## config.mk

```make
export PLATFORM = sky130hd
export DESIGN_NAME = dmem_arbiter
export DESIGN_NICKNAME = d
export VERILOG_FILES = /design/src/rtl/dmem_arbiter.sv
export SDC_FILE = /design/constraint.sdc
export NUM_CORES = 1
export LEC_CHECK = 0
export ABC_CLOCK_PERIOD_IN_PS = 2800
export CAP_MARGIN = 30
export CORE_AREA = 2 2 122 124
export CTS_CLUSTER_SIZE = 8
export DETAILED_ROUTE_END_ITERATION = 10
export DIE_AREA = 0 0 124 126
export MAX_ROUTING_LAYER = met4
export PLACE_DENSITY = 0.73
export REMOVE_ABC_BUFFERS = 1
export SLEW_MARGIN = 5
export SYNTH_ARGS = -nofsm -noshare
export SYNTH_HDL_FRONTEND = slang
export SYNTH_SLANG_ARGS = --single-unit
```

## constraint.sdc

```tcl
create_clock -name clk -period 2.8 [get_ports clk]
set_clock_uncertainty 0.2 [all_clocks]
set_input_delay 0.7 -clock clk [delete_from_list [all_inputs] [get_ports clk]]
set_output_delay 0.7 -clock clk [all_outputs]
set_load 0.02 [all_outputs]
```

## src/rtl/dmem_arbiter.sv

```systemverilog
// dmem_arbiter: two-port arbiter in front of a single-port data memory.
// Port 0 (load/store unit) has fixed priority. A starvation counter forces
// port 1 through after MAX_WAIT refused cycles. Port 1 may lock the memory
// for bursts. Responses come back one cycle after the grant, to the granted port.
//
// Handshake: a port holds pX_req (and its address/data/mask) until pX_gnt is
// high in the same cycle. That cycle is the accepted access. Exactly one cycle
// later pX_rvalid is high for one cycle with pX_rdata. For a write, this
// response is the acknowledge and carries the pre-write word.
module dmem_arbiter #(
  parameter int MAX_WAIT = 4
) (
  input  logic        clk,
  input  logic        reset,
  input  logic        p0_req,
  input  logic [31:0] p0_addr,
  input  logic [31:0] p0_wdata,
  input  logic [3:0]  p0_wmask,
  output logic        p0_gnt,
  output logic        p0_rvalid,
  output logic [31:0] p0_rdata,
  input  logic        p1_req,
  input  logic [31:0] p1_addr,
  input  logic [31:0] p1_wdata,
  input  logic [3:0]  p1_wmask,
  input  logic        p1_lock,
  output logic        p1_gnt,
  output logic        p1_rvalid,
  output logic [31:0] p1_rdata,
  output logic [31:0] mem_addr,
  output logic [31:0] mem_wdata,
  output logic [3:0]  mem_wmask,
  input  logic [31:0] mem_data,
  output logic        dbg_state,
  output logic [7:0]  dbg_wait_cnt
);

  typedef enum logic {
    ARB   = 1'b0,
    LOCK1 = 1'b1
  } state_t;

  localparam logic [7:0] MAX_W = MAX_WAIT[7:0];

  state_t      state_q, state_d;
  logic [7:0]  wait_cnt_q, wait_cnt_d;
  logic        pend_q, pend_d;
  logic        owner_q, owner_d;
  logic        hold_lock;
  logic        force_p1;

  // Grant decision: a live lock keeps port 1; otherwise port 0 wins unless port 1 is starved.
  always_comb begin
    hold_lock = (state_q == LOCK1) && p1_req && p1_lock;
    force_p1  = p1_req && (wait_cnt_q == MAX_W);
    p1_gnt    = p1_req && (hold_lock || force_p1 || !p0_req);
    p0_gnt    = p0_req && !p1_gnt;
  end

  // Memory request mux; with no grant the address idles on port 0 and no byte is written.
  always_comb begin
    mem_addr  = p0_addr;
    mem_wdata = p0_wdata;
    mem_wmask = 4'b0000;
    if (p1_gnt) begin
      mem_addr  = p1_addr;
      mem_wdata = p1_wdata;
      mem_wmask = p1_wmask;
    end else if (p0_gnt) begin
      mem_wmask = p0_wmask;
    end
  end

  // Next-state: lock state, starvation counter and response tracking.
  always_comb begin
    state_d    = ARB;
    wait_cnt_d = wait_cnt_q;
    pend_d     = p0_gnt || p1_gnt;
    owner_d    = p1_gnt;
    if (p1_gnt && p1_lock) begin
      state_d = LOCK1;
    end
    if (!p1_req || p1_gnt) begin
      wait_cnt_d = 8'd0;
    end else if (wait_cnt_q < MAX_W) begin
      wait_cnt_d = wait_cnt_q + 8'd1;
    end
  end

  // State register; reset drops any lock and any response still in flight.
  always_ff @(posedge clk or posedge reset) begin
    if (reset) begin
      state_q    <= ARB;
      wait_cnt_q <= 8'd0;
      pend_q     <= 1'b0;
      owner_q    <= 1'b0;
    end else begin
      state_q    <= state_d;
      wait_cnt_q <= wait_cnt_d;
      pend_q     <= pend_d;
      owner_q    <= owner_d;
    end
  end

  // Responses: both ports see the memory word, only the owner gets rvalid.
  always_comb begin
    p0_rvalid    = pend_q && !owner_q;
    p1_rvalid    = pend_q && owner_q;
    p0_rdata     = mem_data;
    p1_rdata     = mem_data;
    dbg_state    = state_q;
    dbg_wait_cnt = wait_cnt_q;
  end

endmodule

```

==> run_results.csv <==
group,metric,value,unit
outcome,outcome,"finished with violations",
clock_tree,cts.sinks,11,
pwr,seqPwrFrac,12.1,%
timing,rsz0062_at_grt,"yes",
setup_path,startpoint_type,"flop",
pwr,p_int,0.860,mW
pwr,pwr-share-comb,68.7,%
pwr,pwr-share-clk,19.2,%
drt,wl_per_cell,20.6,um
timing,setup_ws,-0.0735,ns
setup_path,cp_data_required_time,1.90,ns
pwr,p_sw_share,37.1,%
finish,num-fill-cells,1414,
floorplan,initial_core_util,22.6,%
yosys,synth_cell_types,30,
clock_tree,h-tree-depth,1,
setup_path,worstPathMaxFanout,4,
yosys,synth_edf_count,0,
timing,clock.fmax,348,MHz
yosys,synth_seq_cells,11,
yosys,synth_ff_type,"dfrtp_1",
placed_design,hpwl,11000,um
global_route,grt_pass1_wl,20700,um
finish,design_area,0.00605,mm^2
clock_tree,cts_buffers,3,
floorplan,io_pins,318,
pwr,p_switching,0.508,mW
timing,worst_pin_slew,0.531,ns
timing,finalHoldViolations,0,
finish,regArea,275,um^2
drt,vias,4070,
pwr,p_leak,2.35,nW
setup_path,crit_arrival,1.97,ns
hold_path,hold_path.class,"reg -> reg",
finish,finalCoreUtilization,42.3,%
pwr,total_power,1.37,mW
timing,drv_slew,0,
finish,layout-drive-gt1-share,37.5,%
yosys,synth-async-reset-ratio,100,%
global_route,track_usage,17.5,%
global_route,grt-ovfl-total,0,
pwr,powerDensity,226,mW/mm^2
placed_design,io_buffers,221,
finish,nets,762,
timing,setup_tns,-0.207,ns
floorplan,fp.dieW,124,um
clock_tree,cts.root.buffer_cell,"clkbuf_16",
pwr,peakVddDrop,0.000157,V
floorplan,die_y,126,um
yosys,synth_top_area_share,17.8,%
drt,drt_iter0_drc,169,
timing,period_share,103,%
clock_tree,cts_tree,"yes",
floorplan,rows,44,
finish,syn_to_final_growth,87.3,%
drt,drt_wl_total,15900,um
setup_path,r2r_cells,5,
drt,avgViaCountPerCell,5.27,
finish,multi_input_area,0.00266,mm^2
setup_path,critPathKind,"reg -> out",
global_route,grt_max_degree,81,
timing,relSlewSlack,64.3,%
placed_design,dp_slack,-0.692,ns
drt,drtAntennaViolNets,0,
drt,dr.pass1.iters,6,
yosys,yosysWarningCount,0,
floorplan,die-area,0.0156,mm^2
placed_design,dpl.cell_count,751,
timing,setup_violations,8,
hold_path,min_delay_path_depth,2,
run,max-cap-violations,0,
setup_path,end_kind,"output port",
clock_tree,hold_buffers,0,
yosys,netlist_area,0.00323,mm^2
yosys,netlist_top_cells_count,"nand2_1 (74), o2111ai_1 (65), buf_4 (64), nand2b_1 (64), o211ai_2 (46)",
yosys,yosysMostFrequentCell,"nand2_1",
global_route,antenna_found_initial,2,
yosys,synth_seq_area_share,8.52,%
finish,fin_cells,772,
timing,fin_crit,2.87,ns
yosys,avgSynthCellArea,7.48,um^2
outcome,failed_checks,"negative setup slack",
clock_tree,clk_path_buf_depth,2,
placed_design,place.gp.congestion,0.760,
placed_design,placed_cell_area,0.00530,mm^2
yosys,yosys-top-cells-area,"o211ai_2 (18%), o2111ai_1 (18%), buf_4 (15%), nand2b_1 (12%), nand2_1 (8.6%)",
clock_tree,clk_latency,0.24,ns
yosys,yosysTopAreaCell,"o211ai_2",
clock_tree,clk_pin_slew_worst_paths,0.04,ns
yosys,synth_cells,432,
drt,drc_errors,0,
floorplan,core,0.0143,mm^2
global_route,grt_pass1_vias,3658,
timing,whs,0.424,ns
[layer usage]
| layer | vias to the layer above | share of wire (%) | GRT usage [%] |
|---|---|---|---|
| li1 | 1865 | - | - |
| met1 | 1941 | 44 | 23.3 |
| met2 | 252 | 42 | 23.9 |
| met3 | 12 | 13 | 9.47 |
| met4 | 0 | 0.70 | 2.31 |
| met5 | - | 0 | - |
[kinds of logic (layout without fill, tap and decap cells)]
kind of cell / after synthesis / after routing / share of synthesized area (%)
adders and majority gates: 2 / 2 / 0.774
buffers and inverters: 120 / 273 / 23.1
other: 0 / 2 / 0
DFF: 11 / 11 / 8.52
AOI/OAI and AO/OA: 140 / 141 / 42.5
and+or+nand+nor: 159 / 159 / 25.1
[critical path, cell delays in order, from the launching register on]
cell     delay [ns]
dfrtp_1        0.38
buf_6          0.12
or4b_4         0.53
o41ai_4        0.21
buf_4          0.18
buf_6          0.10
o22ai_1        0.05
buf_2          0.16
[area by class of cell]
| type | instances | share of cell area (%) |
|---|---|---|
| Clock buffer | 4 | 1.30 |
| Tap cell | 184 | 3.80 |
| Multi-Input combinational cell | 302 | 44.0 |
| Inverter | 3 | 0.186 |
| Antenna cell | 2 | 0.0827 |
| Timing Repair Buffer | 266 | 46.1 |
| Sequential cell | 11 | 4.55 |
[power groups by stage]
stage	logic, mW	clock network (mW)	registers (mW)
floorplan	0.350	0	0.170
global placement	0.864	0	0.167
detailed placement	0.867	0	0.168
CTS	0.838	0.266	0.165
global route	1.00	0.277	0.166
finish	0.939	0.263	0.165
[cells in the final DEF, fill, tap and decap left out, drive strengths merged]
cell type and count:
a21o 2, and3b 1, a31oi 1, o211ai 64, nand2 74, o211a 2
inv 3, o22ai 4, nand2b 64, and3 5, ha 2, buf 111
o41ai 1, nor3 2, dfrtp 11, a21oi 2, clkdlybuf4s50 148, or2 1
or3 1, or4b 1, nor2 2, o2111ai 65, nand4bb 1, and2 1
diode 2, nor2b 3, clkdlybuf4s15 1, nand3 3, clkbuf 10
[flip-flops by register name (all words and copies together) (netlist names)]
register,count
dbg_state,1
pend_q,1
owner_q,1
dbg_wait_cnt,8
[path summary, 6_finish.rpt]
path | startpoint | slack [ns] | to
worst max-delay path | dbg_wait_cnt[3]$_DFFE_PP0P_ | -0.07 | mem_wmask[1]
max in group asynchronous | reset | 1.54 | dbg_state$_DFF_PP0_
min in group asynchronous | reset | 0.56 | dbg_wait_cnt[1]$_DFFE_PP0P_
worst min-delay path | dbg_wait_cnt[3]$_DFFE_PP0P_ | 0.42 | dbg_wait_cnt[3]$_DFFE_PP0P_
worst min register to register | dbg_wait_cnt[3]$_DFFE_PP0P_ | 0.42 | dbg_wait_cnt[3]$_DFFE_PP0P_
worst max register to register | dbg_wait_cnt[7]$_DFFE_PP0P_ | 0.84 | dbg_wait_cnt[6]$_DFFE_PP0P_
[what timing repair did]
| item | in CTS | in global routing |
|---|---|---|
| endpoints found under the hold margin | 0 | 0 |
| buffers inserted | 2 | 3 |
| pin swaps | 14 | 23 |
| resized for setup | 345 | 107 |
| endpoints found under the setup margin | 70 | 70 |
| gates cloned | 1 | 9 |
No activity file was read; power rests on OpenSTA's default activity.
